[src/rtl/lane_test_pkg.sv]
// Shared types for the lane bank self-test sequencer.
// Optional build macro: LANE_TEST_WALK_EN (walk one lane per toggle).
package lane_test_pkg;

  typedef enum logic [2:0] {
    ST_IDLE,
    ST_SETTLE,
    ST_DRIVE,
    ST_WAIT,
    ST_DONE
  } lt_state_e;

  localparam int SETTLE_DEF = 2;

endpackage

[src/rtl/lane_test_seq_if.sv]
// CSR-side and lane-bank-side signals of the lane self-test sequencer.
// slave = sequencer, master = CSR block / lane bank model.
interface lane_test_seq_if #(
  parameter int NUM_LANES = 8,
  parameter int WAIT_W    = 4,
  parameter int ITER_W    = 8
);

  logic                 start_i;
  logic                 abort_i;
  logic [ITER_W-1:0]    cfg_iters_i;
  logic [WAIT_W-1:0]    cfg_wait_i;
  logic [NUM_LANES-1:0] lane_en_i;
  logic [NUM_LANES-1:0] lane_outputs_i;
  logic                 ana_byp_o;
  logic [NUM_LANES-1:0] lane_inputs_o;
  logic                 busy_o;
  logic                 done_o;
  logic                 pass_o;
  logic [NUM_LANES-1:0] fail_lanes_o;

  modport master (
    output start_i, abort_i, cfg_iters_i, cfg_wait_i,
    output lane_en_i, lane_outputs_i,
    input  ana_byp_o, lane_inputs_o, busy_o,
    input  done_o, pass_o, fail_lanes_o
  );

  modport slave (
    input  start_i, abort_i, cfg_iters_i, cfg_wait_i,
    input  lane_en_i, lane_outputs_i,
    output ana_byp_o, lane_inputs_o, busy_o,
    output done_o, pass_o, fail_lanes_o
  );

endinterface

[src/rtl/lane_change_detect.sv]
// Snapshot of lane outputs plus sticky mask of lanes that moved since.
// seen includes the current cycle's difference so a check can end early.
module lane_change_detect #(
  parameter int NUM_LANES = 8
) (
  input  logic                 clk,
  input  logic                 rst_n,
  input  logic                 capture,
  input  logic [NUM_LANES-1:0] en,
  input  logic [NUM_LANES-1:0] lane_outputs,
  output logic [NUM_LANES-1:0] seen,
  output logic                 all_seen
);

  logic [NUM_LANES-1:0] snap_q;
  logic [NUM_LANES-1:0] seen_q;

  assign seen     = seen_q | ((lane_outputs ^ snap_q) & en);
  assign all_seen = (seen == en);

  // Capture reference and clear history, otherwise accumulate changes
  always_ff @(posedge clk or negedge rst_n) begin
    if (!rst_n) begin
      snap_q <= '0;
      seen_q <= '0;
    end else if (capture) begin
      snap_q <= lane_outputs;
      seen_q <= '0;
    end else begin
      seen_q <= seen;
    end
  end

endmodule

[src/rtl/lane_test_seq.sv]
// Lane bank self-test: bypass, toggle lane inputs, check responses.
// Optional build macro: LANE_TEST_WALK_EN (one enabled lane per toggle).
module lane_test_seq
  import lane_test_pkg::*;
#(
  parameter int NUM_LANES = 8,
  parameter int WAIT_W    = 4,
  parameter int ITER_W    = 8,
  parameter int SETTLE    = SETTLE_DEF
) (
  input logic            clk,
  input logic            rst_n,
  lane_test_seq_if.slave bus
);

  localparam int SW = (SETTLE > 1) ? $clog2(SETTLE) : 1;

  lt_state_e            st_q;
  lt_state_e            st_d;
  logic [SW-1:0]        set_q;
  logic [ITER_W-1:0]    rem_q;
  logic [WAIT_W-1:0]    win_q;
  logic [WAIT_W-1:0]    cnt_q;
  logic [NUM_LANES-1:0] en_q;
  logic [NUM_LANES-1:0] lin_q;
  logic [NUM_LANES-1:0] fail_q;
  logic [NUM_LANES-1:0] eff;
  logic [NUM_LANES-1:0] eff_nxt;
  logic [NUM_LANES-1:0] seen;
  logic                 all_seen;
  logic                 pass_q;
  logic                 abt_q;
  logic                 accept;
  logic                 drive;
  logic                 expire;
  logic                 iter_end;
  logic                 abort;
  logic                 enter_done;

  lane_change_detect #(
    .NUM_LANES(NUM_LANES)
  ) u_det (
    .clk         (clk),
    .rst_n       (rst_n),
    .capture     (drive),
    .en          (eff),
    .lane_outputs(bus.lane_outputs_i),
    .seen        (seen),
    .all_seen    (all_seen)
  );

`ifdef LANE_TEST_WALK_EN
  localparam int LW = (NUM_LANES > 1) ? $clog2(NUM_LANES) : 1;

  logic [LW-1:0]        ptr_q;
  logic [LW-1:0]        pick_idx;
  logic [NUM_LANES-1:0] pick;
  logic [NUM_LANES-1:0] eff_q;

  // Next enabled lane after the last one walked, wrapping
  always_comb begin
    int j;
    j        = 0;
    pick     = '0;
    pick_idx = ptr_q;
    for (int k = NUM_LANES; k >= 1; k--) begin
      j = (int'(ptr_q) + k) % NUM_LANES;
      if (en_q[j]) pick_idx = LW'(j);
    end
    if (|en_q) pick[pick_idx] = 1'b1;
  end

  // Walk pointer and the single lane under check
  always_ff @(posedge clk or negedge rst_n) begin
    if (!rst_n) begin
      ptr_q <= LW'(NUM_LANES - 1);
      eff_q <= '0;
    end else if (accept) begin
      ptr_q <= LW'(NUM_LANES - 1);
      eff_q <= '0;
    end else if (drive) begin
      ptr_q <= pick_idx;
      eff_q <= pick;
    end
  end

  assign eff_nxt = pick;
  assign eff     = eff_q;
`else
  assign eff_nxt = en_q;
  assign eff     = en_q;
`endif

  // State register
  always_ff @(posedge clk or negedge rst_n) begin
    if (!rst_n) st_q <= ST_IDLE;
    else        st_q <= st_d;
  end

  // Next state and per-cycle control strobes
  always_comb begin
    st_d     = st_q;
    accept   = 1'b0;
    drive    = 1'b0;
    expire   = 1'b0;
    iter_end = 1'b0;
    abort    = 1'b0;
    unique case (st_q)
      ST_IDLE: begin
        if (bus.start_i) begin
          accept = 1'b1;
          st_d   = ST_SETTLE;
        end
      end
      ST_SETTLE: begin
        if (set_q == SW'(SETTLE - 1)) st_d = ST_DRIVE;
      end
      ST_DRIVE: begin
        drive = 1'b1;
        st_d  = ST_WAIT;
      end
      ST_WAIT: begin
        if (all_seen) begin
          iter_end = 1'b1;
        end else if (cnt_q == win_q) begin
          expire   = 1'b1;
          iter_end = 1'b1;
        end
        if (iter_end) begin
          st_d = (rem_q == ITER_W'(1)) ? ST_DONE : ST_DRIVE;
        end
      end
      ST_DONE: st_d = ST_IDLE;
      default: st_d = ST_IDLE;
    endcase
    if (bus.abort_i &&
        (st_q inside {ST_SETTLE, ST_DRIVE, ST_WAIT})) begin
      abort    = 1'b1;
      drive    = 1'b0;
      expire   = 1'b0;
      iter_end = 1'b0;
      st_d     = ST_DONE;
    end
  end

  assign enter_done = (st_d == ST_DONE) && (st_q != ST_DONE);

  // Config capture, counters, stimulus and result bookkeeping
  always_ff @(posedge clk or negedge rst_n) begin
    if (!rst_n) begin
      set_q  <= '0;
      rem_q  <= '0;
      win_q  <= '0;
      cnt_q  <= '0;
      en_q   <= '0;
      lin_q  <= '0;
      fail_q <= '0;
      pass_q <= 1'b0;
      abt_q  <= 1'b0;
    end else begin
      if (accept) begin
        en_q   <= bus.lane_en_i;
        rem_q  <= (bus.cfg_iters_i == '0) ? ITER_W'(1)
                                          : bus.cfg_iters_i;
        win_q  <= (bus.cfg_wait_i == '0) ? '0
                  : bus.cfg_wait_i - WAIT_W'(1);
        fail_q <= '0;
        pass_q <= 1'b0;
        abt_q  <= 1'b0;
        set_q  <= '0;
      end
      if (st_q == ST_SETTLE) set_q <= set_q + SW'(1);
      if (drive) begin
        lin_q <= lin_q ^ eff_nxt;
        cnt_q <= '0;
      end else if (st_q == ST_WAIT && !iter_end) begin
        cnt_q <= cnt_q + WAIT_W'(1);
      end
      if (expire)   fail_q <= fail_q | (eff & ~seen);
      if (iter_end) rem_q  <= rem_q - ITER_W'(1);
      if (abort)    abt_q  <= 1'b1;
      if (enter_done) lin_q <= '0;
      if (st_q == ST_DONE) pass_q <= ~|fail_q & ~abt_q;
    end
  end

  assign bus.ana_byp_o     = st_q inside {ST_SETTLE, ST_DRIVE, ST_WAIT};
  assign bus.lane_inputs_o = lin_q;
  assign bus.busy_o        = (st_q != ST_IDLE);
  assign bus.done_o        = (st_q == ST_DONE);
  assign bus.pass_o        = (st_q == ST_DONE) ? (~|fail_q & ~abt_q)
                                               : pass_q;
  assign bus.fail_lanes_o  = fail_q;

endmodule

[src/flat_wrapper.sv]
// flat-port wrapper written by rule: the top's interface ports become plain ports
module lane_test_seq_flat import lane_test_pkg::*;
#(
  parameter int NUM_LANES = 8,
  parameter int WAIT_W    = 4,
  parameter int ITER_W    = 8,
  parameter int SETTLE    = SETTLE_DEF
)
  (clk, rst_n, bus_start_i, bus_abort_i, bus_cfg_iters_i, bus_cfg_wait_i, bus_lane_en_i, bus_lane_outputs_i, bus_ana_byp_o, bus_lane_inputs_o, bus_busy_o, bus_done_o, bus_pass_o, bus_fail_lanes_o);
  lane_test_seq_if #(.NUM_LANES(NUM_LANES), .WAIT_W(WAIT_W), .ITER_W(ITER_W)) bus_i ();
  input logic clk;
  input logic rst_n;
  input wire logic [$bits(bus_i.start_i)-1:0] bus_start_i;
  input wire logic [$bits(bus_i.abort_i)-1:0] bus_abort_i;
  input wire logic [$bits(bus_i.cfg_iters_i)-1:0] bus_cfg_iters_i;
  input wire logic [$bits(bus_i.cfg_wait_i)-1:0] bus_cfg_wait_i;
  input wire logic [$bits(bus_i.lane_en_i)-1:0] bus_lane_en_i;
  input wire logic [$bits(bus_i.lane_outputs_i)-1:0] bus_lane_outputs_i;
  output wire logic [$bits(bus_i.ana_byp_o)-1:0] bus_ana_byp_o;
  output wire logic [$bits(bus_i.lane_inputs_o)-1:0] bus_lane_inputs_o;
  output wire logic [$bits(bus_i.busy_o)-1:0] bus_busy_o;
  output wire logic [$bits(bus_i.done_o)-1:0] bus_done_o;
  output wire logic [$bits(bus_i.pass_o)-1:0] bus_pass_o;
  output wire logic [$bits(bus_i.fail_lanes_o)-1:0] bus_fail_lanes_o;
  assign bus_i.start_i = bus_start_i;
  assign bus_i.abort_i = bus_abort_i;
  assign bus_i.cfg_iters_i = bus_cfg_iters_i;
  assign bus_i.cfg_wait_i = bus_cfg_wait_i;
  assign bus_i.lane_en_i = bus_lane_en_i;
  assign bus_i.lane_outputs_i = bus_lane_outputs_i;
  assign bus_ana_byp_o = bus_i.ana_byp_o;
  assign bus_lane_inputs_o = bus_i.lane_inputs_o;
  assign bus_busy_o = bus_i.busy_o;
  assign bus_done_o = bus_i.done_o;
  assign bus_pass_o = bus_i.pass_o;
  assign bus_fail_lanes_o = bus_i.fail_lanes_o;
  lane_test_seq #(.NUM_LANES(NUM_LANES), .WAIT_W(WAIT_W), .ITER_W(ITER_W), .SETTLE(SETTLE)) u_core (.clk(clk), .rst_n(rst_n), .bus(bus_i));
endmodule
[config.mk]
export PLATFORM = sky130hd
export DESIGN_NAME = lane_test_seq_flat
export DESIGN_NICKNAME = d
export VERILOG_FILES = /design/src/rtl/lane_test_pkg.sv /design/src/rtl/lane_test_seq_if.sv /design/src/rtl/lane_change_detect.sv /design/src/rtl/lane_test_seq.sv /design/src/flat_wrapper.sv
export SDC_FILE = /design/constraint.sdc
export NUM_CORES = 1
export LEC_CHECK = 0
export BUFFER_PORTS_ARGS = -buffer_cell sky130_fd_sc_hd__buf_2
export CELL_PAD_IN_SITES_DETAIL_PLACEMENT = 0
export CELL_PAD_IN_SITES_GLOBAL_PLACEMENT = 1
export CORE_ASPECT_RATIO = 0.75
export CORE_MARGIN = 3
export CORE_UTILIZATION = 47
export CTS_BUF_LIST = sky130_fd_sc_hd__clkbuf_16
export CTS_CLUSTER_DIAMETER = 60
export DETAILED_ROUTE_END_ITERATION = 8
export PLACE_DENSITY = 0.92
export SKIP_LAST_GASP = 1
export SYNTH_ARGS = -nofsm -noshare
export SYNTH_HDL_FRONTEND = slang
export SYNTH_SLANG_ARGS = --single-unit
[constraint.sdc]
create_clock -name clk -period 4.1 [get_ports clk]
set_input_delay 0.205 -clock clk [delete_from_list [all_inputs] [get_ports clk]]
set_output_delay 0.205 -clock clk [all_outputs]
set_load 0.005 [all_outputs]
==> results.md <==
- Run status: complete, no violations
- Total CTS buffers: 9
- Drt first-iter violations: 156
- Distinct cells, synth: 54
- Ys flop type: dfrtp_1
- DP HPWL: 4861 um
- Total number of vias: 2,449
- Maxcap violations: 0
- Cell Int Power: 1639 uW
- Layout Skew: 0.006175 ns
- Filler cell count: 514
- Register area: 1551 um2
- Type of origin of the critical path: flip-flop
- Power Density: 683.9 nW/um2
- FP Rows: 24
- Cts hold-fix bufs: 1
- Diode count: 0
- TritonCTS Sinks: 62
- All-layer global routing usage: 0.1977
- Inst Count DP: 421
- Crit. End Element: flip-flop
- Commonest non-fill, non-tap cell in the layout: dfrtp_1
- Post-CTS Setup Bufs: 0
- Layout cells sized above 1: 0.2479
- Die Footprint: 7635 um2
- DIE WIDTH: 99.90 um
- Commonest cells after routing, fill and taps aside: 62 x dfrtp_1, 51 x buf_2, 45 x nand2_1
- Drt pass-1 iters: 4
- Asr flop ratio synth: 1.000
- Clock tree buffer depth: 2
- Max-slew violation count: 0
- Post-synth EDFFs: 0
- Post-route core utilization: 0.6063
- Final ANT Viol Nets: 0
- Resize count post-CTS: 0
- Multi-input gate area: 1468 um2
- Crit Path Class: flip-flop to flip-flop
- Post-synthesis cell area: 3108 um2
- Sequential share of the synthesized area: 0.4992
- Gpl congestion: 0.8486
- Synth Instances: 301
- Hold slack: 0.05986 ns
- Reg clk slew, reported paths: 0.05 ns
- CORE AREA: 6096 um2
- Syn. warnings: 0
- RSZ-0062 raised after global routing: false
- Clk_lat worst skew: 0.33 ns
- Final std cells w/o fill: 437
- WL/cell: 16.21 um
- Initial antenna violation count: 0
- Tcrit/Tclk final: 0.5722
- Port buffer count: 51
- Number of global-route vias before repair: 2,367
- WP data arrival: 2.55 ns
- Final hold vios: 0
- Residual DRC count: 0
- H-tree levels: 3
- Sw Pwr: 889.0 uW
- Critical path required time: 4.31 ns
- Reg power frac: 0.409
- Synth Area per Inst: 10.33 um2
- Starting density of the core: 0.5099
- Worst slew pin tran: 1.220 ns
- Upper clock frequency limit: 426.3 MHz
- Area growth, synth to finish: 18.92%
- Largest net degree at the start of global routing: 44
- Syn nets: 344
- Peak VDD IR: 296.3 uV
- Min Tclk post-route: 2.346 ns
- CTS root buffer: clkbuf_16
- Switch share: 0.3517
- Clk network pwr share: 0.284
- Avg Vias per Cell: 5.604
- Die H: 76.43 um
- TritonCTS clock tree: done
- Endpoints failing setup: 0
- Final Net Count: 398
- Setup TNS: 0 ns
- Pleak: 0.001793 uW
- Wire length of the first global-routing pass: 11,900 um
- Top-Level Pins: 52
- Hold Crit Class: input port to flip-flop
- Comb pwr share: 0.307
- Synthesis-stage register bit count: 62
- Total wire length: 7083 um
- GRT Residual Overflow: 0
- Max_slew headroom: 0.1869
- CP Max Fanout: 28
## metal layers
metal,global-route usage,vias up,wire length (um)
li1,-,1181,-
met1,0.2867,1197,3502
met2,0.2836,62,3126
met3,0.06587,9,382
met4,0.04911,0,71
met5,0,-,0
## critical path, stage by stage, from the launching register on
cell and delay (ns):
dfrtp_1 0.52, nor2_1 0.24, and3_1 1.00, nor2b_1 0.12, mux2_2 0.32
## synth_stat cells, types with 6 or more instances
master	instances	area (um2)
ha_1	11	137.6
nand3_1	6	30.03
a21oi_1	13	65.06
nand2_1	45	168.9
o21ai_0	11	55.05
xor2_1	16	140.1
nor2_1	31	116.4
nor3_1	8	40.04
a22o_1	9	78.83
dfrtp_1	62	1551
mux2_2	9	101.4
## worst paths after layout
kind                                   from  cells after the start         endpoint  slack (ns)
setup reg to reg             u_core.st_q[2]                      4  u_core.cnt_q[1]        1.75
hold / removal             bus_lane_en_i[6]                      3    u_core.eff[6]        0.06
setup / recovery             u_core.st_q[2]                      4  u_core.cnt_q[1]        1.75
hold reg to reg                u_core.abt_q                      2     u_core.abt_q        0.48
min in group asynchronous             rst_n                      2    u_core.eff[6]        0.36
max in group asynchronous             rst_n                      3   u_core.st_q[1]        2.84
## power groups by stage
stage | logic (uW) | clock network [uW] | registers (uW)
finish | 776 | 719 | 1030
global route | 880 | 757 | 1060
CTS | 782 | 726 | 1030
detailed placement | 769 | 0 | 1040
global placement | 750 | 0 | 1030
floorplan | 605 | 0 | 970
## cell type report
| cell class | instances | area share |
|---|---|---|
| clock buffers | 9 | 0.06093 |
| clock inverters | 6 | 0.01490 |
| inverters | 5 | 0.005078 |
| multi-input cells | 223 | 0.3971 |
| flip-flops and latches | 62 | 0.4198 |
| well taps | 78 | 0.02640 |
| repair buffers | 54 | 0.07583 |
## through the flow
step	total power, uW	worst slack, ns	instance area (um2)
after floorplan	1574	2.137	3108
after global routing	2702	1.606	3696
after global placement	1776	1.845	3406
after detailed placement	1805	1.792	3406
after CTS	2538	1.764	3696
final	2528	1.754	3696
## kinds of logic (layout without fill, tap and decap cells)
| kind of cell | Yosys count | after routing | share of synthesized area |
|---|---|---|---|
| compound gates | 57 | 57 | 0.1288 |
| mux | 11 | 11 | 0.03905 |
| buf+inv | 16 | 74 | 0.02858 |
| fa+ha+maj | 11 | 11 | 0.04428 |
| simple gates | 124 | 124 | 0.2037 |
| flops | 62 | 62 | 0.4992 |
| xor+xnor | 20 | 20 | 0.05636 |
## flip-flops by register name, indices dropped and copies added (netlist names), 4 cells and up
register / cells
u_core.cnt_q: 4
u_core.rem_q: 8
u_core.bus.fail_lanes_o: 8
u_core.u_det.seen_q: 8
u_core.bus.lane_inputs_o: 8
u_core.eff: 8
u_core.win_q: 4
u_core.u_det.snap_q: 8
(Power assumes the default switching activity.)
